===== src/rtl/ifu_pkg.sv =====
// ---------------------------------------------------------------------------
// ifu_pkg -- shared constants and types for the instruction-fetch stage.
//
//   ILEN          instruction width in bits
//   NOP           canonical no-op (addi x0,x0,0), shown to decode when the
//                 prefetch buffer is empty
//   FETCH_XLEN    address width of the default fetch_entry_t view
//   fetch_entry_t one prefetch buffer entry {instr, pc} at the default width
// ---------------------------------------------------------------------------
package ifu_pkg;

    localparam int ILEN = 32;
    localparam logic [ILEN-1:0] NOP = 32'h0000_0013;

    localparam int FETCH_XLEN = 32;

    typedef struct packed {
        logic [ILEN-1:0]       instr;
        logic [FETCH_XLEN-1:0] pc;
    } fetch_entry_t;

endpackage


===== src/rtl/ifu_fifo.sv =====
// ---------------------------------------------------------------------------
// ifu_fifo -- small synchronous FIFO used as the instruction prefetch buffer.
//
// Parameters
//   DEPTH   number of entries; must be a power of two, minimum 2
//   WIDTH   entry width in bits
//
// Ports
//   clk_i      clock, all updates on the rising edge
//   rst_ni     asynchronous active-low reset; empties the FIFO
//   flush      drop every entry; wins over push and pop in the same cycle
//   push       write push_data at the tail
//   push_data  entry to write
//   pop        remove the head entry
//   head       current head entry (undefined content while count == 0)
//   count      number of valid entries, 0..DEPTH
//
// The owner guarantees push is never asserted when full and pop is never
// asserted when empty.
// ---------------------------------------------------------------------------
module ifu_fifo #(
    parameter int DEPTH = 4,
    parameter int WIDTH = 64
) (
    input  logic                     clk_i,
    input  logic                     rst_ni,
    input  logic                     flush,
    input  logic                     push,
    input  logic [WIDTH-1:0]         push_data,
    input  logic                     pop,
    output logic [WIDTH-1:0]         head,
    output logic [$clog2(DEPTH):0]   count
);

    localparam int AW = $clog2(DEPTH);

    logic [WIDTH-1:0] mem [DEPTH];
    logic [AW-1:0]    wr_ptr;
    logic [AW-1:0]    rd_ptr;

    // NOTE: the storage array has no reset; count and the pointers define
    // which entries are meaningful, so resetting the data would only cost
    // flops without changing behaviour.
    always_ff @(posedge clk_i) begin
        if (push && !flush) begin
            mem[wr_ptr] <= push_data;
        end
    end

    // Pointers wrap naturally because DEPTH is a power of two.
    always_ff @(posedge clk_i or negedge rst_ni) begin
        if (!rst_ni) begin
            wr_ptr <= '0;
            rd_ptr <= '0;
            count  <= '0;
        end else if (flush) begin
            wr_ptr <= '0;
            rd_ptr <= '0;
            count  <= '0;
        end else begin
            if (push) begin
                wr_ptr <= wr_ptr + 1'b1;
            end
            if (pop) begin
                rd_ptr <= rd_ptr + 1'b1;
            end
            count <= count + {{AW{1'b0}}, push} - {{AW{1'b0}}, pop};
        end
    end

    assign head = mem[rd_ptr];

endmodule


===== src/rtl/ifu_prefetch.sv =====
// ---------------------------------------------------------------------------
// ifu_prefetch -- instruction-fetch stage with a prefetch buffer.
//
// Owns the PC, streams sequential word fetches to a synchronous instruction
// memory with one cycle of read latency, buffers the returned words with
// their PCs, and presents them to decode over a valid/ready handshake.
// A redirect flushes the buffer, discards any in-flight response and
// restarts fetching at the (word-aligned) target.
//
// Parameters
//   XLEN        PC / address width
//   RESET_PC    PC loaded on reset
//   FIFO_DEPTH  prefetch entries; power of two, minimum 2
//   IMEM_AW     instruction memory word-address width
//
// Ports
//   clk_i             clock
//   rst_ni            asynchronous active-low reset
//   redirect_i        flush and load redirect_pc_i
//   redirect_pc_i     redirect target (bits [1:0] ignored)
//   imem_req_o        fetch request this cycle
//   imem_addr_o       word address, pc_q[IMEM_AW+1:2]
//   imem_rdata_i      instruction word, valid the cycle after a request
//   instr_valid_o     buffer head valid
//   instr_ready_i     decode accepts the head
//   instr_o           head instruction, NOP when empty
//   instr_pc_o        PC of the head instruction, 0 when empty
//
// Optional build macro IFU_PERF_CNT_EN adds:
//   perf_fetch_cnt_o  instructions handed to decode (wrapping)
//   perf_stall_cnt_o  cycles with no valid head and no redirect (wrapping)
// ---------------------------------------------------------------------------
module ifu_prefetch
    import ifu_pkg::*;
#(
    parameter int              XLEN       = 32,
    parameter logic [XLEN-1:0] RESET_PC   = '0,
    parameter int              FIFO_DEPTH = 4,
    parameter int              IMEM_AW    = 10
) (
    input  logic               clk_i,
    input  logic               rst_ni,
    input  logic               redirect_i,
    input  logic [XLEN-1:0]    redirect_pc_i,
    output logic               imem_req_o,
    output logic [IMEM_AW-1:0] imem_addr_o,
    input  logic [ILEN-1:0]    imem_rdata_i,
    output logic               instr_valid_o,
    input  logic               instr_ready_i,
    output logic [ILEN-1:0]    instr_o,
    output logic [XLEN-1:0]    instr_pc_o
`ifdef IFU_PERF_CNT_EN
    ,
    output logic [31:0]        perf_fetch_cnt_o,
    output logic [31:0]        perf_stall_cnt_o
`endif
);

    localparam int CW = $clog2(FIFO_DEPTH) + 1;

    typedef struct packed {
        logic [ILEN-1:0] instr;
        logic [XLEN-1:0] pc;
    } entry_t;

    logic [XLEN-1:0] pc_q;
    logic [XLEN-1:0] req_pc_q;
    logic            inflight_q;
    logic            drop_q;

    entry_t          head;
    entry_t          push_entry;
    logic [CW-1:0]   count;
    logic [CW:0]     occupancy;
    logic            push;
    logic            pop;

    // ------------------------------------------------------------------
    // Issue: a request is allowed only if the entry it will create still
    // fits, counting what is buffered, what is in flight, and what leaves
    // this cycle. count + inflight >= pop always, so no underflow.
    // ------------------------------------------------------------------
    assign pop       = instr_valid_o & instr_ready_i & ~redirect_i;
    assign occupancy = {1'b0, count} + {{CW{1'b0}}, inflight_q} - {{CW{1'b0}}, pop};
    // rst_ni gates the request so the memory sees no fetch while in reset.
    assign imem_req_o  = rst_ni & ~redirect_i & (occupancy < (CW+1)'(FIFO_DEPTH));
    assign imem_addr_o = pc_q[IMEM_AW+1:2];

    // NOTE: every register below uses non-blocking assignment so all of
    // them sample the pre-edge values of each other, exactly like flops.
    always_ff @(posedge clk_i or negedge rst_ni) begin
        if (!rst_ni) begin
            pc_q       <= RESET_PC;
            req_pc_q   <= '0;
            inflight_q <= 1'b0;
            drop_q     <= 1'b0;
        end else begin
            inflight_q <= imem_req_o;
            // A response still owed for the old stream must not be kept.
            drop_q     <= redirect_i & inflight_q;
            if (redirect_i) begin
                pc_q <= redirect_pc_i & ~XLEN'(3);
            end else if (imem_req_o) begin
                req_pc_q <= pc_q;
                pc_q     <= pc_q + XLEN'(4);
            end
        end
    end

    // ------------------------------------------------------------------
    // Return path into the prefetch buffer. A redirect flushes the buffer
    // and the flush wins over a same-cycle push or pop inside the FIFO.
    // ------------------------------------------------------------------
    assign push             = inflight_q & ~drop_q;
    assign push_entry.instr = imem_rdata_i;
    assign push_entry.pc    = req_pc_q;

    ifu_fifo #(
        .DEPTH (FIFO_DEPTH),
        .WIDTH ($bits(entry_t))
    ) u_fifo (
        .clk_i     (clk_i),
        .rst_ni    (rst_ni),
        .flush     (redirect_i),
        .push      (push),
        .push_data (push_entry),
        .pop       (pop),
        .head      (head),
        .count     (count)
    );

    assign instr_valid_o = (count != '0);

    // NOTE: both outputs get their empty-buffer value first, so every path
    // through the block assigns them and no latch is inferred.
    always_comb begin
        instr_o    = NOP;
        instr_pc_o = '0;
        if (instr_valid_o) begin
            instr_o    = head.instr;
            instr_pc_o = head.pc;
        end
    end

`ifdef IFU_PERF_CNT_EN
    always_ff @(posedge clk_i or negedge rst_ni) begin
        if (!rst_ni) begin
            perf_fetch_cnt_o <= '0;
            perf_stall_cnt_o <= '0;
        end else begin
            if (pop) begin
                perf_fetch_cnt_o <= perf_fetch_cnt_o + 32'd1;
            end
            if (!instr_valid_o && !redirect_i) begin
                perf_stall_cnt_o <= perf_stall_cnt_o + 32'd1;
            end
        end
    end
`endif

endmodule


===== config.mk =====
export PLATFORM = sky130hd
export DESIGN_NAME = ifu_prefetch
export DESIGN_NICKNAME = d
export VERILOG_FILES = /design/src/rtl/ifu_pkg.sv /design/src/rtl/ifu_fifo.sv /design/src/rtl/ifu_prefetch.sv
export SDC_FILE = /design/constraint.sdc
export NUM_CORES = 1
export LEC_CHECK = 0
export ABC_AREA = 1
export CORE_MARGIN = 4
export CORE_UTILIZATION = 30
export DETAILED_ROUTE_END_ITERATION = 10
export HOLD_SLACK_MARGIN = 0.1
export SKIP_LAST_GASP = 1
export SYNTH_ARGS = -nofsm -noshare
export SYNTH_HDL_FRONTEND = slang
export SYNTH_SLANG_ARGS = --single-unit

===== constraint.sdc =====
create_clock -name clk_i -period 8.5 [get_ports clk_i]
set_clock_uncertainty 0.1 [all_clocks]
set_input_delay 2.125 -clock clk_i [delete_from_list [all_inputs] [get_ports clk_i]]
set_output_delay 2.125 -clock clk_i [all_outputs]
set_load 0.1 [all_outputs]

==> metrics.cfg, run 1 <==
[outcome]
status=finished, final reports clean

[die]
core_um2=44500
dieArea_um2=48900
die_x_um=221
num_rows=77
pin_count=144
die_y_um=221
start_util_pct=30.6

[power]
clkPwrFrac_pct=24.3
swShare_pct=46.3
peakVddDrop_mv=0.296
p_comb_share_pct=43.1
power_frac_seq_pct=32.6
power_w=0.00647
power.density_nw_per_um2=386
p_leak_nw=6.12
internal_power_w=0.00348
switching_power_w=0.00299

[critical_path]
critPathLaunchType=input pin
arrival_ns=4.53
cpMostUsedCell=nand2_1
cp_top_family=buffers and inverters
crit_path_max_fanout=19
cp_cell_sequence=clkdlybuf4s50_1, inv_1, nor2_1, inv_1, nor2_1, ha_1, inv_1, ha_1, nand3_1, nand2_1, nand2_1, nand2_1, nand2_1, nor2_4, buf_4, buf_12
cp_num_buf_inv=6
slowest_delay_ns=0.46
end_kind=primary output
cp.required_ns=6.28
crit_type=input pin to primary output
cp_slowest_cell=clkdlybuf4s50_1
r2r_slack_ns=4.82

[synth]
yosys_warnings=0
yosys-top-cells-area=edfxtp_1, dfrtp_1, nor2_1, nand2_1, o21ai_0
synthMuxAreaShare_pct=0.0827
synth-xor-area-share_pct=0
synth_top_family_by_area=simple AND/OR/NAND/NOR gates
avgSynthCellArea_um2=10.3
synthesis.instances=1327
synth_seq_area_share_pct=67.3
synth_top_cell_by_area=edfxtp_1
syn_area_um2=13600
synth_top_cell_area_share_pct=54.7
ys_ff_latch=317
synth_fa_ha_area_share_pct=0.974
synth_cell_types=30
synth_compound_area_share_pct=9.40
synth-simple-area-share_pct=17.6

[flow_run]
drv_cap=0

[route]
wl_per_cell_um=17.0
routed_wl_um=35100
num_vias=9570
postRouteAntennaNets=0
post-route-drc-count=0
drt_iter0_drc=809
vias_per_cell=4.64
dr.pass1.iters=5

[timing]
worst_pin_slew_ns=1.15
setup_viol=0
drv_slew=0
finalWorstSetupSlack_ns=1.74
max_freq_mhz=148
whs_ns=0.409
finalSetupTns_ns=0
slew_headroom_pct=23.1
period_needed_ns=6.76
rsz0062_at_grt=no
hold_viol=0
finalCritPeriodShare_pct=79.5

[clocking]
clk_latency_ns=0.54
cts_tree=built
clk_pin_slew_ns=0.06
clkSinkCount=317
clockBufferDepth=3
ctsHtreeMaxLevel=2
post_cts_buffers=0
cts_resized=0
clk_root_buffer_cell=clkbuf_16
numCtsBuffers=37
holdBufCountCts=0

[grt]
grt_pass1_wl_um=54900
grt_pass1_vias=9358
antenna_found_initial=0
gr-total-overflow=0
grtUsageTotal_pct=14.1
grt_start_max_net_pins=91

[cells_and_area]
fin_util_pct=37.6
syn2layout_area_growth_pct=22.9
drive_above_1_share_pct=6.26
diodes=0
fillers=4357
nNetsFinal=1522

[placed_design]
io_buffers=139
place_ws_ns=1.73
hpwl_um=21600
gp_congestion=0.874

[hold_path]
hold_path.class=register to register

-- power by group through the flow --
stage | registers, W | clock network [W] | logic (W)
after global routing | 0.00214 | 0.00168 | 0.00296
final | 0.00211 | 0.00157 | 0.00279
after CTS | 0.00211 | 0.00161 | 0.00282
after global placement | 0.00213 | 0 | 0.00280
after floorplan | 0.00206 | 0 | 0.00215
after detailed placement | 0.00214 | 0 | 0.00282
-- state kept, by name, summed over array words and instances, names as in the netlist --
name,cells
u_fifo.wr_ptr,2
inflight_q,1
pc_q,30
u_fifo.mem,248
drop_q,1
u_fifo.count,3
u_fifo.rd_ptr,2
req_pc_q,30
-- path summary, 6_finish.rpt --
check / start / end / depth (start not counted)
worst max-delay path: instr_ready_i / imem_req_o / 16
worst max register to register: u_fifo.count[1] / pc_q[2] / 16
worst min-delay path: req_pc_q[19] / u_fifo.mem[1][19] / 0
max in group asynchronous: rst_ni / u_fifo.rd_ptr[0] / 2
worst min register to register: req_pc_q[19] / u_fifo.mem[1][19] / 0
min in group asynchronous: rst_ni / pc_q[26] / 1
-- stage by stage --
step	cell area, µm²	std cells
finish	16700	2061
global route	16700	2061
CTS	16700	2061
detailed placement	15500	1997
global placement	15500	1997
floorplan	13600	1328
-- cell type report --
cell class,instances,area (µm²),area share [%]
Multi-Input combinational cell,870,3870,23.1
Timing Repair Buffer,154,1510,9.01
Tap cell,592,741,4.42
Sequential cell,317,9180,54.8
Clock buffer,45,998,5.96
Inverter,64,243,1.45
Clock inverter,19,204,1.22
-- cells in the final DEF (no fill, tap or decap), types with 2 or more instances in the layout --
cell and n:
a21boi_0 3, a21oi_1 70, buf_4 15, bufinv_16 4
clkbuf_1 6, clkbuf_16 39, clkdlybuf4s50_1 137, clkinv_1 7
clkinv_2 5, conb_1 2, dfrtp_1 67, edfxtp_1 248
ha_1 9, inv_1 56, inv_2 6, inv_6 3
nand2_1 220, nand2_2 2, nand3_1 63, nand4_1 3
nor2_1 308, nor2_2 2, nor2_4 6, o21ai_0 129
o21ai_1 44, o311ai_0 2
-- synth_stat cells, drive strengths merged --
master,number
nor3,1
nand2,222
inv,64
nand3,64
nor2,316
o311ai,3
conb,1
nand4,3
ha,9
buf,44
a21oi,71
mux2,1
o21ai,173
edfxtp,248
dfrtp,69
a21boi,4
clkbuf,33
fa,1
-- kinds of logic after synthesis --
| kind of cell | Yosys count |
|---|---|
| AOI/OAI and AO/OA | 251 |
| and+or+nand+nor | 606 |
| muxes | 1 |
| other | 1 |
| buffers and inverters | 141 |
| DFF | 317 |
| adders and majority gates | 10 |
-- per-layer routing --
metal	vias up	track usage (%)	share of wire (%)
li1	4727	-	-
met1	4579	19.3	47
met2	217	23.1	46
met3	47	3.19	4.9
met4	0	3.18	1.6
met5	-	0	0
No activity file was read; power rests on OpenSTA's default activity.
==> run 2: changes to the inputs <==
clock period = 5.51 ns   (was 8.5 ns; I/O delays follow)
==> run 2 against run 1 <==
Compared with the run above:
- critical path depth decreased by 1
- clock power grew 46%
- global-route usage is 0.20 points lower
- combinational power increased by 52%
- cell count up 0.49%
- core utilization decreased by 0.35 points
- die area did not move
- setup slack got worse by 1.3 ns
- sequential share of layout area rose by 0.51 points
- design area fell by 0.92%
- non-clock buffer count grew 6
==> metrics.cfg, run 2 (same netlist as run 1, synthesis figures left out) <==
[outcome]
status=finished, final reports clean

[route]
postRouteAntennaNets=0
post-route-drc-count=0
wl_per_cell_um=16.7
vias_per_cell=4.63
drt_iter0_drc=682
routed_wl_um=34600
dr.pass1.iters=7
num_vias=9584

[clocking]
clk_pin_slew_ns=0.06
cts_resized=0
clkSinkCount=317
clk_root_buffer_cell=clkbuf_16
ctsHtreeMaxLevel=2
clockBufferDepth=3
cts_tree=built
holdBufCountCts=0
clk_latency_ns=0.52
numCtsBuffers=37
post_cts_buffers=0

[die]
die_x_um=221
core_um2=44500
dieArea_um2=48900
pin_count=144
num_rows=77
die_y_um=221
start_util_pct=30.6

[placed_design]
dp.cells=2003
io_buffers=139
hpwl_um=21500
gp_congestion=0.846
place_ws_ns=0.401

[power]
power.density_nw_per_um2=589
p_leak_nw=6.24
clkPwrFrac_pct=23.5
internal_power_w=0.00515
p_comb_share_pct=43.5
swShare_pct=47.3
power_frac_seq_pct=33.0
switching_power_w=0.00462
peakVddDrop_mv=0.426

[critical_path]
r2r-end=pc_q[2]
r2r_start=u_fifo.count[2]
r2r_slack_ns=2.53
arrival_ns=3.61
end_kind=primary output
critPathLaunchType=input pin
crit_type=input pin to primary output
cp.required_ns=4.03
crit_path_max_fanout=2
reg2reg_depth=16

[cells_and_area]
layout_commonest_cell=nor2_1
final_cells=2071
reg_top3=u_fifo.mem: 248 flops, pc_q: 30 flops, req_pc_q: 30 flops
registers.top_by_ff_count=u_fifo.mem
fillers=4438
largest_reg_flops=248
nNetsFinal=1528
syn2layout_area_growth_pct=21.8
layout_common_cells=nor2_1, edfxtp_1, nand2_1
drive_above_1_share_pct=11.0
fin_util_pct=37.3
diodes=0

[timing]
setup_viol=0
finalCritPeriodShare_pct=92.3
hold_viol=0
period_needed_ns=5.08
worst_pin_slew_ns=1.03
finalWorstSetupSlack_ns=0.427
slew_headroom_pct=31.0
rsz0062_at_grt=no
drv_slew=0
finalSetupTns_ns=0
max_freq_mhz=197

[grt]
grt_pass1_wl_um=54200
gr-total-overflow=0
grtUsageTotal_pct=13.9
grt_pass1_vias=9569
antenna_found_initial=0
grt_start_max_net_pins=83

[hold_path]
hold_depth=2
min_to=drop_q
hp-start=inflight_q
hold_path.class=register to register

[flow_run]
drv_cap=0

run 2: how the worst max path moves through the flow:
| stage | from | to | cells past startpoint |
|---|---|---|---|
| CTS | instr_ready_i | imem_req_o | 15 |
| global route | instr_ready_i | imem_req_o | 15 |
| floorplan | redirect_i | u_fifo.mem[0][10] | 5 |
| global placement | instr_ready_i | imem_req_o | 15 |
| detailed placement | instr_ready_i | imem_req_o | 15 |
| finish | instr_ready_i | imem_req_o | 15 |
run 2: cell type report:
cell class                 count  area [µm²]  share of cell area, %
sequential                   317        9180                   55.3
multi-input combinational    870        3870                   23.3
timing repair buffer         160        1400                   8.43
clock buffer                  45        1010                   6.08
tap                          592         741                   4.47
inverter                      64         241                   1.46
clock inverter                23         151                  0.913
run 2: metrics by stage:
step	hold WS, ns	area [µm²]	total power (W)
after CTS	0.421	16600	0.00990
after detailed placement	0.407	15400	0.00756
after global routing	0.442	16600	0.0103
after floorplan	0.376	13600	0.00649
final	0.421	16600	0.00978
after global placement	0.394	15400	0.00752
run 2: power groups by stage:
stage | clock network [W] | logic, W | registers (W)
floorplan | 0 | 0.00332 | 0.00317
global placement | 0 | 0.00427 | 0.00326
detailed placement | 0 | 0.00429 | 0.00327
CTS | 0.00238 | 0.00430 | 0.00323
global route | 0.00248 | 0.00452 | 0.00327
finish | 0.00230 | 0.00425 | 0.00323
run 2: layer usage:
| layer | up-vias | GRT usage [%] | share of wire, % |
|---|---|---|---|
| met5 | - | 0 | 0 |
| met4 | 0 | 4.87 | 2.4 |
| met3 | 51 | 2.68 | 4.8 |
| met2 | 243 | 22.8 | 47 |
| met1 | 4548 | 18.6 | 46 |
| li1 | 4742 | - | - |
run 2: critical path, stage by stage:
cell and delay (ns):
clkdlybuf4s50_1 0.46, inv_1 0.04, nor2_1 0.17, inv_1 0.09, nor2_1 0.10, ha_1 0.21, inv_1 0.05, ha_1 0.29
nand3_1 0.10, nand2_1 0.07, nand2_1 0.05, nand2_1 0.09, nand2_1 0.09, nor2_4 0.20, buf_12 0.21
